$ cat src/rtl/wb_burst_master_if.sv
// Bundles the command, write-data, read-data, response and Wishbone signals of
// wb_burst_master.
//   master : the view used by wb_burst_master. It takes cmd/wr/slave responses
//            in and drives cmd_ready, wr_ready, rd_*, resp_* and wb_*_o out.
//   slave  : the opposite view, used by the sequencer and interconnect side.
interface wb_burst_master_if #(
  parameter int DW        = 32,
  parameter int AW        = 32,
  parameter int MAX_BURST = 16
);
  localparam int LW = (MAX_BURST > 1) ? $clog2(MAX_BURST) : 1;

  logic          cmd_valid;
  logic          cmd_ready;
  logic [AW-1:0] cmd_adr;
  logic          cmd_we;
  logic [DW/8-1:0] cmd_sel;
  logic [LW-1:0] cmd_len;

  logic          wr_valid;
  logic [DW-1:0] wr_data;
  logic          wr_ready;

  logic          rd_valid;
  logic [DW-1:0] rd_data;
  logic          rd_last;

  logic          resp_valid;
  logic [1:0]    resp_status;

  logic [AW-1:0] wb_adr_o;
  logic [DW/8-1:0] wb_sel_o;
  logic [DW-1:0] wb_dat_o;
  logic          wb_we_o;
  logic          wb_cyc_o;
  logic          wb_stb_o;
  logic [2:0]    wb_cti_o;
  logic [1:0]    wb_bte_o;
  logic [DW-1:0] wb_dat_i;
  logic          wb_ack_i;
  logic          wb_err_i;
  logic          wb_rty_i;

  modport master (
    input  cmd_valid, cmd_adr, cmd_we, cmd_sel, cmd_len,
    input  wr_valid, wr_data,
    input  wb_dat_i, wb_ack_i, wb_err_i, wb_rty_i,
    output cmd_ready, wr_ready, rd_valid, rd_data, rd_last,
    output resp_valid, resp_status,
    output wb_adr_o, wb_sel_o, wb_dat_o, wb_we_o, wb_cyc_o, wb_stb_o,
    output wb_cti_o, wb_bte_o
  );

  modport slave (
    output cmd_valid, cmd_adr, cmd_we, cmd_sel, cmd_len,
    output wr_valid, wr_data,
    output wb_dat_i, wb_ack_i, wb_err_i, wb_rty_i,
    input  cmd_ready, wr_ready, rd_valid, rd_data, rd_last,
    input  resp_valid, resp_status,
    input  wb_adr_o, wb_sel_o, wb_dat_o, wb_we_o, wb_cyc_o, wb_stb_o,
    input  wb_cti_o, wb_bte_o
  );
endinterface

$ cat src/rtl/wb_burst_master.sv
// Wishbone B3 burst master driven by a command stream.
// A command (address, direction, byte lanes, beat count - 1) becomes one
// classic cycle (cti 000) or an incrementing burst (cti 010 ... 111).
// Write beats come from the wr_* stream, read beats leave on rd_*, and each
// command ends with a one-cycle resp_valid carrying its status:
// 00 ok, 01 bus error, 10 timeout, 11 retries exhausted.
// Ports:
//   wb_clk, wb_rst : clock, asynchronous active-high reset
//   bus            : wb_burst_master_if.master (cmd/wr/rd/resp streams and the
//                    Wishbone master port; all wb_*_o are flops)
module wb_burst_master #(
  parameter int DW        = 32,
  parameter int AW        = 32,
  parameter int MAX_BURST = 16,
  parameter int TIMEOUT   = 1024,
  parameter int RETRY_MAX = 3
) (
  input logic wb_clk,
  input logic wb_rst,
  wb_burst_master_if.master bus
);
  localparam int SW  = DW / 8;
  localparam int LW  = (MAX_BURST > 1) ? $clog2(MAX_BURST) : 1;
  localparam int TW  = (TIMEOUT > 1) ? $clog2(TIMEOUT + 1) : 1;
  localparam int RW  = (RETRY_MAX > 0) ? $clog2(RETRY_MAX + 1) : 1;

  localparam logic [1:0] ST_OK  = 2'b00;
  localparam logic [1:0] ST_ERR = 2'b01;
  localparam logic [1:0] ST_TMO = 2'b10;
  localparam logic [1:0] ST_RTY = 2'b11;

  typedef enum logic [2:0] {IDLE, BUS, STALL, RETRY, DRAIN, RESP} state_t;

  state_t        state, state_n;
  logic [LW-1:0] beat, beat_n, len, len_n;
  logic          we, we_n;
  logic [SW-1:0] sel, sel_n;
  logic [AW-1:0] adr, adr_n;
  logic [DW-1:0] dat, dat_n;
  logic [RW-1:0] rcnt, rcnt_n;
  logic [TW-1:0] tmo, tmo_n;
  logic [1:0]    status, status_n;
  logic [DW-1:0] rd_dat, rd_dat_n;
  logic          rd_vld_n, rd_last_n;
  logic          wr_rdy, abort, last;

  logic          cyc, stb, we_o, rd_vld, rd_last, resp, cmd_rdy;
  logic [2:0]    cti;

  assign last = (beat == len);

  always_comb begin
    state_n   = state;
    beat_n    = beat;
    len_n     = len;
    we_n      = we;
    sel_n     = sel;
    adr_n     = adr;
    dat_n     = dat;
    rcnt_n    = rcnt;
    tmo_n     = tmo;
    status_n  = status;
    rd_dat_n  = rd_dat;
    rd_vld_n  = 1'b0;
    rd_last_n = 1'b0;
    wr_rdy    = 1'b0;
    abort     = 1'b0;
    case (state)
      IDLE: if (bus.cmd_valid && cmd_rdy) begin
        len_n    = bus.cmd_len;
        we_n     = bus.cmd_we;
        sel_n    = bus.cmd_sel;
        adr_n    = bus.cmd_adr;
        beat_n   = '0;
        rcnt_n   = '0;
        tmo_n    = '0;
        status_n = ST_OK;
        if (!bus.cmd_we) state_n = BUS;
        else if (bus.wr_valid) begin
          wr_rdy  = 1'b1;
          dat_n   = bus.wr_data;
          state_n = BUS;
        end else state_n = STALL;
      end
      // Cycle is held open (cyc=1, stb=0) until the next write beat shows up.
      STALL: if (bus.wr_valid) begin
        wr_rdy  = 1'b1;
        dat_n   = bus.wr_data;
        state_n = BUS;
      end
      RETRY: state_n = BUS;
      BUS: begin
        // err beats rty beats ack when the slave raises several at once.
        if (bus.wb_err_i) begin
          abort    = 1'b1;
          status_n = ST_ERR;
        end else if (bus.wb_rty_i) begin
          tmo_n = '0;
          if (rcnt == RW'(RETRY_MAX)) begin
            abort    = 1'b1;
            status_n = ST_RTY;
          end else begin
            rcnt_n  = rcnt + 1'b1;
            state_n = RETRY;
          end
        end else if (bus.wb_ack_i) begin
          tmo_n  = '0;
          rcnt_n = '0;
          if (!we) begin
            rd_vld_n  = 1'b1;
            rd_dat_n  = bus.wb_dat_i;
            rd_last_n = last;
          end
          if (last) state_n = RESP;
          else begin
            beat_n = beat + 1'b1;
            adr_n  = adr + AW'(SW);
            if (we) begin
              if (bus.wr_valid) begin
                wr_rdy = 1'b1;
                dat_n  = bus.wr_data;
              end else state_n = STALL;
            end
          end
        end else begin
          tmo_n = tmo + 1'b1;
          if (TIMEOUT != 0 && tmo_n == TW'(TIMEOUT)) begin
            abort    = 1'b1;
            status_n = ST_TMO;
          end
        end
        // An aborted write still owes the stream its unsent beats.
        if (abort) state_n = (we && !last) ? DRAIN : RESP;
      end
      // beat tracks the last write beat taken off the stream.
      DRAIN: begin
        wr_rdy = 1'b1;
        if (bus.wr_valid) begin
          beat_n = beat + 1'b1;
          if (beat_n == len) state_n = RESP;
        end
      end
      RESP: state_n = IDLE;
      default: state_n = IDLE;
    endcase
  end

  always_ff @(posedge wb_clk or posedge wb_rst) begin
    if (wb_rst) begin
      state   <= IDLE;
      beat    <= '0;
      len     <= '0;
      we      <= 1'b0;
      sel     <= '0;
      adr     <= '0;
      dat     <= '0;
      rcnt    <= '0;
      tmo     <= '0;
      status  <= '0;
      rd_dat  <= '0;
      rd_vld  <= 1'b0;
      rd_last <= 1'b0;
      cyc     <= 1'b0;
      stb     <= 1'b0;
      we_o    <= 1'b0;
      cti     <= '0;
      resp    <= 1'b0;
      cmd_rdy <= 1'b0;
    end else begin
      state   <= state_n;
      beat    <= beat_n;
      len     <= len_n;
      we      <= we_n;
      sel     <= sel_n;
      adr     <= adr_n;
      dat     <= dat_n;
      rcnt    <= rcnt_n;
      tmo     <= tmo_n;
      status  <= status_n;
      rd_dat  <= rd_dat_n;
      rd_vld  <= rd_vld_n;
      rd_last <= rd_last_n;
      cyc     <= (state_n == BUS) || (state_n == STALL);
      stb     <= (state_n == BUS);
      we_o    <= we_n && ((state_n == BUS) || (state_n == STALL));
      cti     <= (len_n == '0) ? 3'b000 : (beat_n == len_n) ? 3'b111 : 3'b010;
      resp    <= (state_n == RESP);
      cmd_rdy <= (state_n == IDLE);
    end
  end

  assign bus.cmd_ready   = cmd_rdy;
  assign bus.wr_ready    = wr_rdy;
  assign bus.rd_valid    = rd_vld;
  assign bus.rd_data     = rd_dat;
  assign bus.rd_last     = rd_last;
  assign bus.resp_valid  = resp;
  assign bus.resp_status = status;
  assign bus.wb_adr_o    = adr;
  assign bus.wb_sel_o    = sel;
  assign bus.wb_dat_o    = dat;
  assign bus.wb_we_o     = we_o;
  assign bus.wb_cyc_o    = cyc;
  assign bus.wb_stb_o    = stb;
  assign bus.wb_cti_o    = cti;
  assign bus.wb_bte_o    = 2'b00;
endmodule

$ cat src/flat_wrapper.sv
// flat-port wrapper written by rule: the top's interface ports become plain ports
module wb_burst_master_flat 
#(
  parameter int DW        = 32,
  parameter int AW        = 32,
  parameter int MAX_BURST = 16,
  parameter int TIMEOUT   = 1024,
  parameter int RETRY_MAX = 3
)
  (wb_clk, wb_rst, bus_cmd_valid, bus_cmd_adr, bus_cmd_we, bus_cmd_sel, bus_cmd_len, bus_wr_valid, bus_wr_data, bus_wb_dat_i, bus_wb_ack_i, bus_wb_err_i, bus_wb_rty_i, bus_cmd_ready, bus_wr_ready, bus_rd_valid, bus_rd_data, bus_rd_last, bus_resp_valid, bus_resp_status, bus_wb_adr_o, bus_wb_sel_o, bus_wb_dat_o, bus_wb_we_o, bus_wb_cyc_o, bus_wb_stb_o, bus_wb_cti_o, bus_wb_bte_o);
  wb_burst_master_if #(.DW(DW), .AW(AW), .MAX_BURST(MAX_BURST)) bus_i ();
  input logic wb_clk;
  input logic wb_rst;
  input wire logic [$bits(bus_i.cmd_valid)-1:0] bus_cmd_valid;
  input wire logic [$bits(bus_i.cmd_adr)-1:0] bus_cmd_adr;
  input wire logic [$bits(bus_i.cmd_we)-1:0] bus_cmd_we;
  input wire logic [$bits(bus_i.cmd_sel)-1:0] bus_cmd_sel;
  input wire logic [$bits(bus_i.cmd_len)-1:0] bus_cmd_len;
  input wire logic [$bits(bus_i.wr_valid)-1:0] bus_wr_valid;
  input wire logic [$bits(bus_i.wr_data)-1:0] bus_wr_data;
  input wire logic [$bits(bus_i.wb_dat_i)-1:0] bus_wb_dat_i;
  input wire logic [$bits(bus_i.wb_ack_i)-1:0] bus_wb_ack_i;
  input wire logic [$bits(bus_i.wb_err_i)-1:0] bus_wb_err_i;
  input wire logic [$bits(bus_i.wb_rty_i)-1:0] bus_wb_rty_i;
  output wire logic [$bits(bus_i.cmd_ready)-1:0] bus_cmd_ready;
  output wire logic [$bits(bus_i.wr_ready)-1:0] bus_wr_ready;
  output wire logic [$bits(bus_i.rd_valid)-1:0] bus_rd_valid;
  output wire logic [$bits(bus_i.rd_data)-1:0] bus_rd_data;
  output wire logic [$bits(bus_i.rd_last)-1:0] bus_rd_last;
  output wire logic [$bits(bus_i.resp_valid)-1:0] bus_resp_valid;
  output wire logic [$bits(bus_i.resp_status)-1:0] bus_resp_status;
  output wire logic [$bits(bus_i.wb_adr_o)-1:0] bus_wb_adr_o;
  output wire logic [$bits(bus_i.wb_sel_o)-1:0] bus_wb_sel_o;
  output wire logic [$bits(bus_i.wb_dat_o)-1:0] bus_wb_dat_o;
  output wire logic [$bits(bus_i.wb_we_o)-1:0] bus_wb_we_o;
  output wire logic [$bits(bus_i.wb_cyc_o)-1:0] bus_wb_cyc_o;
  output wire logic [$bits(bus_i.wb_stb_o)-1:0] bus_wb_stb_o;
  output wire logic [$bits(bus_i.wb_cti_o)-1:0] bus_wb_cti_o;
  output wire logic [$bits(bus_i.wb_bte_o)-1:0] bus_wb_bte_o;
  assign bus_i.cmd_valid = bus_cmd_valid;
  assign bus_i.cmd_adr = bus_cmd_adr;
  assign bus_i.cmd_we = bus_cmd_we;
  assign bus_i.cmd_sel = bus_cmd_sel;
  assign bus_i.cmd_len = bus_cmd_len;
  assign bus_i.wr_valid = bus_wr_valid;
  assign bus_i.wr_data = bus_wr_data;
  assign bus_i.wb_dat_i = bus_wb_dat_i;
  assign bus_i.wb_ack_i = bus_wb_ack_i;
  assign bus_i.wb_err_i = bus_wb_err_i;
  assign bus_i.wb_rty_i = bus_wb_rty_i;
  assign bus_cmd_ready = bus_i.cmd_ready;
  assign bus_wr_ready = bus_i.wr_ready;
  assign bus_rd_valid = bus_i.rd_valid;
  assign bus_rd_data = bus_i.rd_data;
  assign bus_rd_last = bus_i.rd_last;
  assign bus_resp_valid = bus_i.resp_valid;
  assign bus_resp_status = bus_i.resp_status;
  assign bus_wb_adr_o = bus_i.wb_adr_o;
  assign bus_wb_sel_o = bus_i.wb_sel_o;
  assign bus_wb_dat_o = bus_i.wb_dat_o;
  assign bus_wb_we_o = bus_i.wb_we_o;
  assign bus_wb_cyc_o = bus_i.wb_cyc_o;
  assign bus_wb_stb_o = bus_i.wb_stb_o;
  assign bus_wb_cti_o = bus_i.wb_cti_o;
  assign bus_wb_bte_o = bus_i.wb_bte_o;
  wb_burst_master #(.DW(DW), .AW(AW), .MAX_BURST(MAX_BURST), .TIMEOUT(TIMEOUT), .RETRY_MAX(RETRY_MAX)) u_core (.wb_clk(wb_clk), .wb_rst(wb_rst), .bus(bus_i));
endmodule
$ cat config.mk
export PLATFORM = sky130hd
export DESIGN_NAME = wb_burst_master_flat
export DESIGN_NICKNAME = d
export VERILOG_FILES = /design/src/rtl/wb_burst_master_if.sv /design/src/rtl/wb_burst_master.sv /design/src/flat_wrapper.sv
export SDC_FILE = /design/constraint.sdc
export NUM_CORES = 1
export LEC_CHECK = 0
export BUFFER_PORTS_ARGS = -buffer_cell sky130_fd_sc_hd__buf_2
export CAP_MARGIN = 40
export CORE_MARGIN = 2
export CORE_UTILIZATION = 46
export DETAILED_ROUTE_END_ITERATION = 7
export HOLD_SLACK_MARGIN = 0.15
export PLACE_DENSITY = 0.78
export SYNTH_ARGS = -nofsm -noshare
export SYNTH_HDL_FRONTEND = slang
export SYNTH_SLANG_ARGS = --single-unit
$ cat constraint.sdc
create_clock -name wb_clk -period 5.1 [get_ports wb_clk]
set_input_delay 1.53 -clock wb_clk [delete_from_list [all_inputs] [get_ports wb_clk]]
set_output_delay 1.53 -clock wb_clk [all_outputs]
set_load 0.1 [all_outputs]
After elaboration in Yosys (flattened, before gate mapping)
Cells that the tools add are included.
{ "word_totals": {"ff_bits": 137, "wordCells": 153, "out_inout_bits": 115, "inputBits": 112} }
{ "classes": {"n_eq_ne": 24, "add_sub_neg": 4, "n_mux": 86, "bitwise": 3, "reduce_logical": 17} }
{ "op_table": {"columns": ["cell", "count"], "rows": [
  ["32-bit 2-to-1 mux", 13],
  ["32-bit case mux with 3 select lines", 1],
  ["32-bit case mux with 2 select lines", 1],
  ["3-bit 2-to-1 mux", 15],
  ["11-bit 2-to-1 mux", 4],
  ["32-bit by 3-bit adder with 32-bit output, second input constant", 1],
  ["4-bit 2-to-1 mux", 8],
  ["1-bit 2-to-1 mux", 27],
  ["2-bit 2-to-1 mux", 11],
  ["11-bit case mux with 2 select lines", 1],
  ["3-bit case mux with 5 select lines", 1],
  ["5-bit AND reduction", 3],
  ["4-bit == test", 3],
  ["4-bit case mux with 3 select lines", 1],
  ["11-bit by 1-bit adder with 11-bit output, second input constant", 1],
  ["11-bit == test, second input constant", 1],
  ["2-bit != test, second input constant", 5],
  ["3-bit by 2-bit == test with 1-bit output, second input constant", 3],
  ["4-bit by 3-bit != test with 1-bit output, second input constant", 2],
  ["2-bit case mux with 2 select lines", 2],
  ["8-bit AND reduction", 1],
  ["3-bit by 1-bit == test with 1-bit output, second input constant", 2],
  ["3-bit == test, second input constant", 2],
  ["3-bit logical NOT", 2],
  ["17 further kinds", 23]
]} }

Longest topological paths before layout
{ "logic_depth": {"ltp_word": 12, "depth_mapped": 9, "mapped_depth_nobuf": 8} }

Worst setup path before layout
OpenSTA, ideal clock, no wires.
{ "synth_path": {"kind": "input-to-output", "from": "in bus_cmd_we", "to": "out bus_wr_ready", "path_stages": 6, "t_arrival_ns": 2.947, "path_buffers": 1, "path_slack_ns": 0.623, "required_ns": 3.570, "cell_sequence": "nand3_1 > a21oi_1 > a21oi_1 > nor4b_4 > buf_4 > or2_2"} }
{ "synth_between": {"elab_chain_cells": 3} }
{ "synth_rtl": {"columns": ["element", "line_no", "source"], "rows": [
  ["start: declaration", "flat_wrapper.sv:16", "input wire logic [$bits(bus_i.cmd_we)-1:0] bus_cmd_we;"],
  ["1-bit 2-to-1 mux", "wb_burst_master.sv:78", "if (!bus.cmd_we) state_n = BUS;"],
  ["1-bit 2-to-1 mux", "wb_burst_master.sv:69", "IDLE: if (bus.cmd_valid && cmd_rdy) begin"],
  ["1-bit case mux with 4 select lines", "wb_burst_master.sv:68", "case (state)"],
  ["end: declaration", "flat_wrapper.sv:26", "output wire logic [$bits(bus_i.wr_ready)-1:0] bus_wr_ready;"]
]} }
No other way between the ends.

Worst setup path in the final report
Same ends and word-level chain as after synthesis.

==> impl_results.md <==
* Arr. time, crit path at 2690 ps
* DRC violation count after routing at 0
* Total vias in the final route at 5567
* Clock latency at the later pin of the worst-skew pair at 410 ps
* Top cell types by occurrence after synthesis: sky130_fd_sc_hd__dfrtp_1, sky130_fd_sc_hd__mux2_2, sky130_fd_sc_hd__a21oi_1, sky130_fd_sc_hd__nor2_1, sky130_fd_sc_hd__o21ai_0
* Cell type contributing the most total cell area after synthesis: sky130_fd_sc_hd__dfrtp_1
* Most used flip-flop cell after synthesis: sky130_fd_sc_hd__dfrtp_1
* Core region area at 14400 µm²
* Fraction of final layout cells with drive strength greater than 1 at 0.418
* Clock root buffer: sky130_fd_sc_hd__clkbuf_16
* Fmax at 237 MHz
* Critical-path cell with the highest stage delay: sky130_fd_sc_hd__nor4b_4
* Remaining global-route overflow at 0
* Critical Path Source Type: primary input
* Count of flip-flops with a built-in enable after synthesis at 0
* Detailed Place HPWL at 12.3 mm
* Largest net degree at the start of global routing at 71
* Number of maximum-capacitance constraint violations at 0
* Library cell appearing most often on the critical path: sky130_fd_sc_hd__a21oi_1
* Global-route wire length before repair at 28.5 mm
* Synthesized area per cell at 10.7 µm²
* Number of post-CTS setup repair buffers at 0
* Die Wd at 125 µm
* RSZ-0062 raised after global routing: no
* Number of global-route vias before repair at 5797
* Detailed Routing Iterations Pass 1 at 5
* Clock tree from TritonCTS: yes
* Critical path data required time at 3570 ps
* Portion of the clock cycle consumed by the worst path in the final layout at 0.827
* Number of cells produced by synthesis at 626
* Net total in the final layout at 956
* Number of placed I/O pins at 227
* Sink count of the clock tree at 136
* Sequential share of the synthesized area at 0.506
* Max_slew headroom at 0.448
* H-tree level count at 4
* Max FO, Critical Path at 3
* Final setup skew at 9.51 ps
* Minimum clock period after layout at 4220 ps
* Initial cell density of the core at 0.466
* Clock tree buffer depth at 2
* Delay of the slowest cell on the worst path at 290 ps
* Antenna-violating nets left at 0
* Type of the most critical hold path: reg -> reg
* Post-synthesis cell area at 6730 µm²
* Chain of cells forming the critical path: buf_2 -> nand3_1 -> a21oi_1 -> a21oi_1 -> nor4b_4 -> or2_2 -> buf_12
* Antenna Diode Count at 0
* Total CTS buffers at 17
* Aggregate routed wire length at 17.1 mm
* Cells resized by post-CTS repair at 0
* Proportion of register bits with asynchronous set or reset after synthesis at 1.00
* GRT Util Overall at 0.225
* Crit path capture type: output port
* WL/cell at 16.5 µm
* DIE HEIGHT at 125 µm
* Count of port buffers added during placement at 224
* Final RePlAce weighted congestion at 0.876
* Fraction of post-synthesis cell area in the top cell type by area at 0.506
* Worst Setup Path Type: in -> out
* Number of hold violations in the final report at 0
* Yosys warnings at 0
* Area growth from synthesis to layout at 27.2%
* Area enclosed by the die boundary at 15600 µm²
* Clock edge transition at the registers on the reported setup and hold paths at 60 ps
* Run status: finished clean
* Std-Cell Rows at 44
* Hold bufs inserted after CTS at 0
* Slew at the pin closest to its max-slew limit at 820 ps
* Top area cells in the synthesized netlist: sky130_fd_sc_hd__dfrtp_1, sky130_fd_sc_hd__mux2_2, sky130_fd_sc_hd__a21oi_1, sky130_fd_sc_hd__o21ai_0, sky130_fd_sc_hd__nor2_1
* Number of distinct library cells after synthesis at 72
* TNS Setup at 0 ps
* DRC violation total after the first TritonRoute iteration at 211
* Setup violation total in the final timing report at 0
* Number of pins with negative max-slew slack in the final report at 0
* Synthesis-stage register bit count at 136
* Routed via count divided by cell count at 5.38
* Cell with the most instances after synthesis: sky130_fd_sc_hd__dfrtp_1
* Antenna violations before repair at 0
==> through the flow <==
step	instance area (µm²)	cells	setup slack [ps]	hold slack (ps)	utilization
after floorplan	6740	627	623	470	-
after global placement	7910	1002	874	464	0.548
after detailed placement	7940	1004	872	486	0.551
after CTS	8560	1035	868	498	0.593
after global routing	8560	1035	780	510	0.593
final	8560	1035	883	493	0.593
==> cell usage in the layout (no fill, tap or decap), types with 5 or more instances in the layout <==
master,netlist,final
sky130_fd_sc_hd__and3_1,13,13
sky130_fd_sc_hd__mux2_2,70,70
sky130_fd_sc_hd__ha_1,5,5
sky130_fd_sc_hd__nor2_1,49,48
sky130_fd_sc_hd__mux2i_1,9,9
sky130_fd_sc_hd__nand2_1,39,39
sky130_fd_sc_hd__a21oi_1,50,50
sky130_fd_sc_hd__clkbuf_16,0,17
sky130_fd_sc_hd__xnor2_1,8,8
sky130_fd_sc_hd__nor3_1,11,11
sky130_fd_sc_hd__o22ai_1,13,13
sky130_fd_sc_hd__a31oi_1,11,11
sky130_fd_sc_hd__dfrtp_1,136,136
sky130_fd_sc_hd__a21o_1,5,5
sky130_fd_sc_hd__buf_2,7,223
sky130_fd_sc_hd__nand4_1,7,7
sky130_fd_sc_hd__inv_1,17,16
sky130_fd_sc_hd__buf_4,6,7
sky130_fd_sc_hd__nand3_1,17,17
sky130_fd_sc_hd__xor2_1,6,6
sky130_fd_sc_hd__o21ai_0,45,45
==> registers in the layout (all words and copies together) (netlist names) <==
signal / flops
u_core.bus.rd_last: 1
u_core.bus.wb_adr_o: 32
u_core.bus.wb_sel_o: 4
u_core.len: 4
u_core.bus.cmd_ready: 1
u_core.bus.rd_data: 32
u_core.bus.wb_we_o: 1
u_core.bus.resp_status: 2
u_core.bus.resp_valid: 1
u_core.bus.wb_cyc_o: 1
u_core.beat: 4
u_core.bus.wb_cti_o: 2
u_core.bus.wb_dat_o: 32
u_core.rcnt: 2
u_core.tmo: 11
u_core.bus.wb_stb_o: 1
u_core.we: 1
u_core.bus.rd_valid: 1
u_core.state: 3
==> worst max-delay path: cells and delay by family <==
family	cells	cell delay, ps
buf+inv	2	270
compound gates	2	310
simple gates	3	550
==> routing by layer <==
layer  track usage  part of all wire  vias up  wire length (µm)
met5             0                 0        -                 0
met4        0.0941             0.022        0               378
met3        0.0697             0.071       27              1210
met2         0.369              0.49      216              8340
met1         0.279              0.42     2650              7180
li1              -                 -     2674                 -
==> cell families after synthesis <==
family / synth area share
other: 0.000557
and+or+nand+nor: 0.129
xor gates and xnor gates: 0.0182
buffers and inverters: 0.0511
AOI/OAI and AO/OA: 0.153
adders and majority gates: 0.00930
DFF: 0.506
muxes: 0.132
==> cell type report <==
| type | count | area [µm²] |
|---|---|---|
| repair buffers | 234 | 1240 |
| inverters | 17 | 67.6 |
| clock buffers | 21 | 470 |
| fillers | 1230 | 5870 |
| well taps | 184 | 230 |
| clock inverters | 10 | 144 |
| flip-flops and latches | 136 | 3400 |
| multi-input cells | 433 | 3000 |
==> worst paths after layout <==
path,start,endpoint,slack [ps],cells after the start
min in group asynchronous,wb_rst,u_core.bus.wb_dat_o[7],1000,2
min reg2reg,u_core.bus.resp_status[1],u_core.bus.resp_status[1],490,1
max reg2reg,u_core.state[2],u_core.bus.wb_dat_o[28],2510,7
max,bus_cmd_we,bus_wr_ready,880,7
min,u_core.bus.resp_status[1],u_core.bus.resp_status[1],490,1
max in group asynchronous,wb_rst,u_core.rcnt[0],3240,4
Power is not shown: default switching activity piles up to over one toggle a cycle in this logic, so the estimate is an artifact.
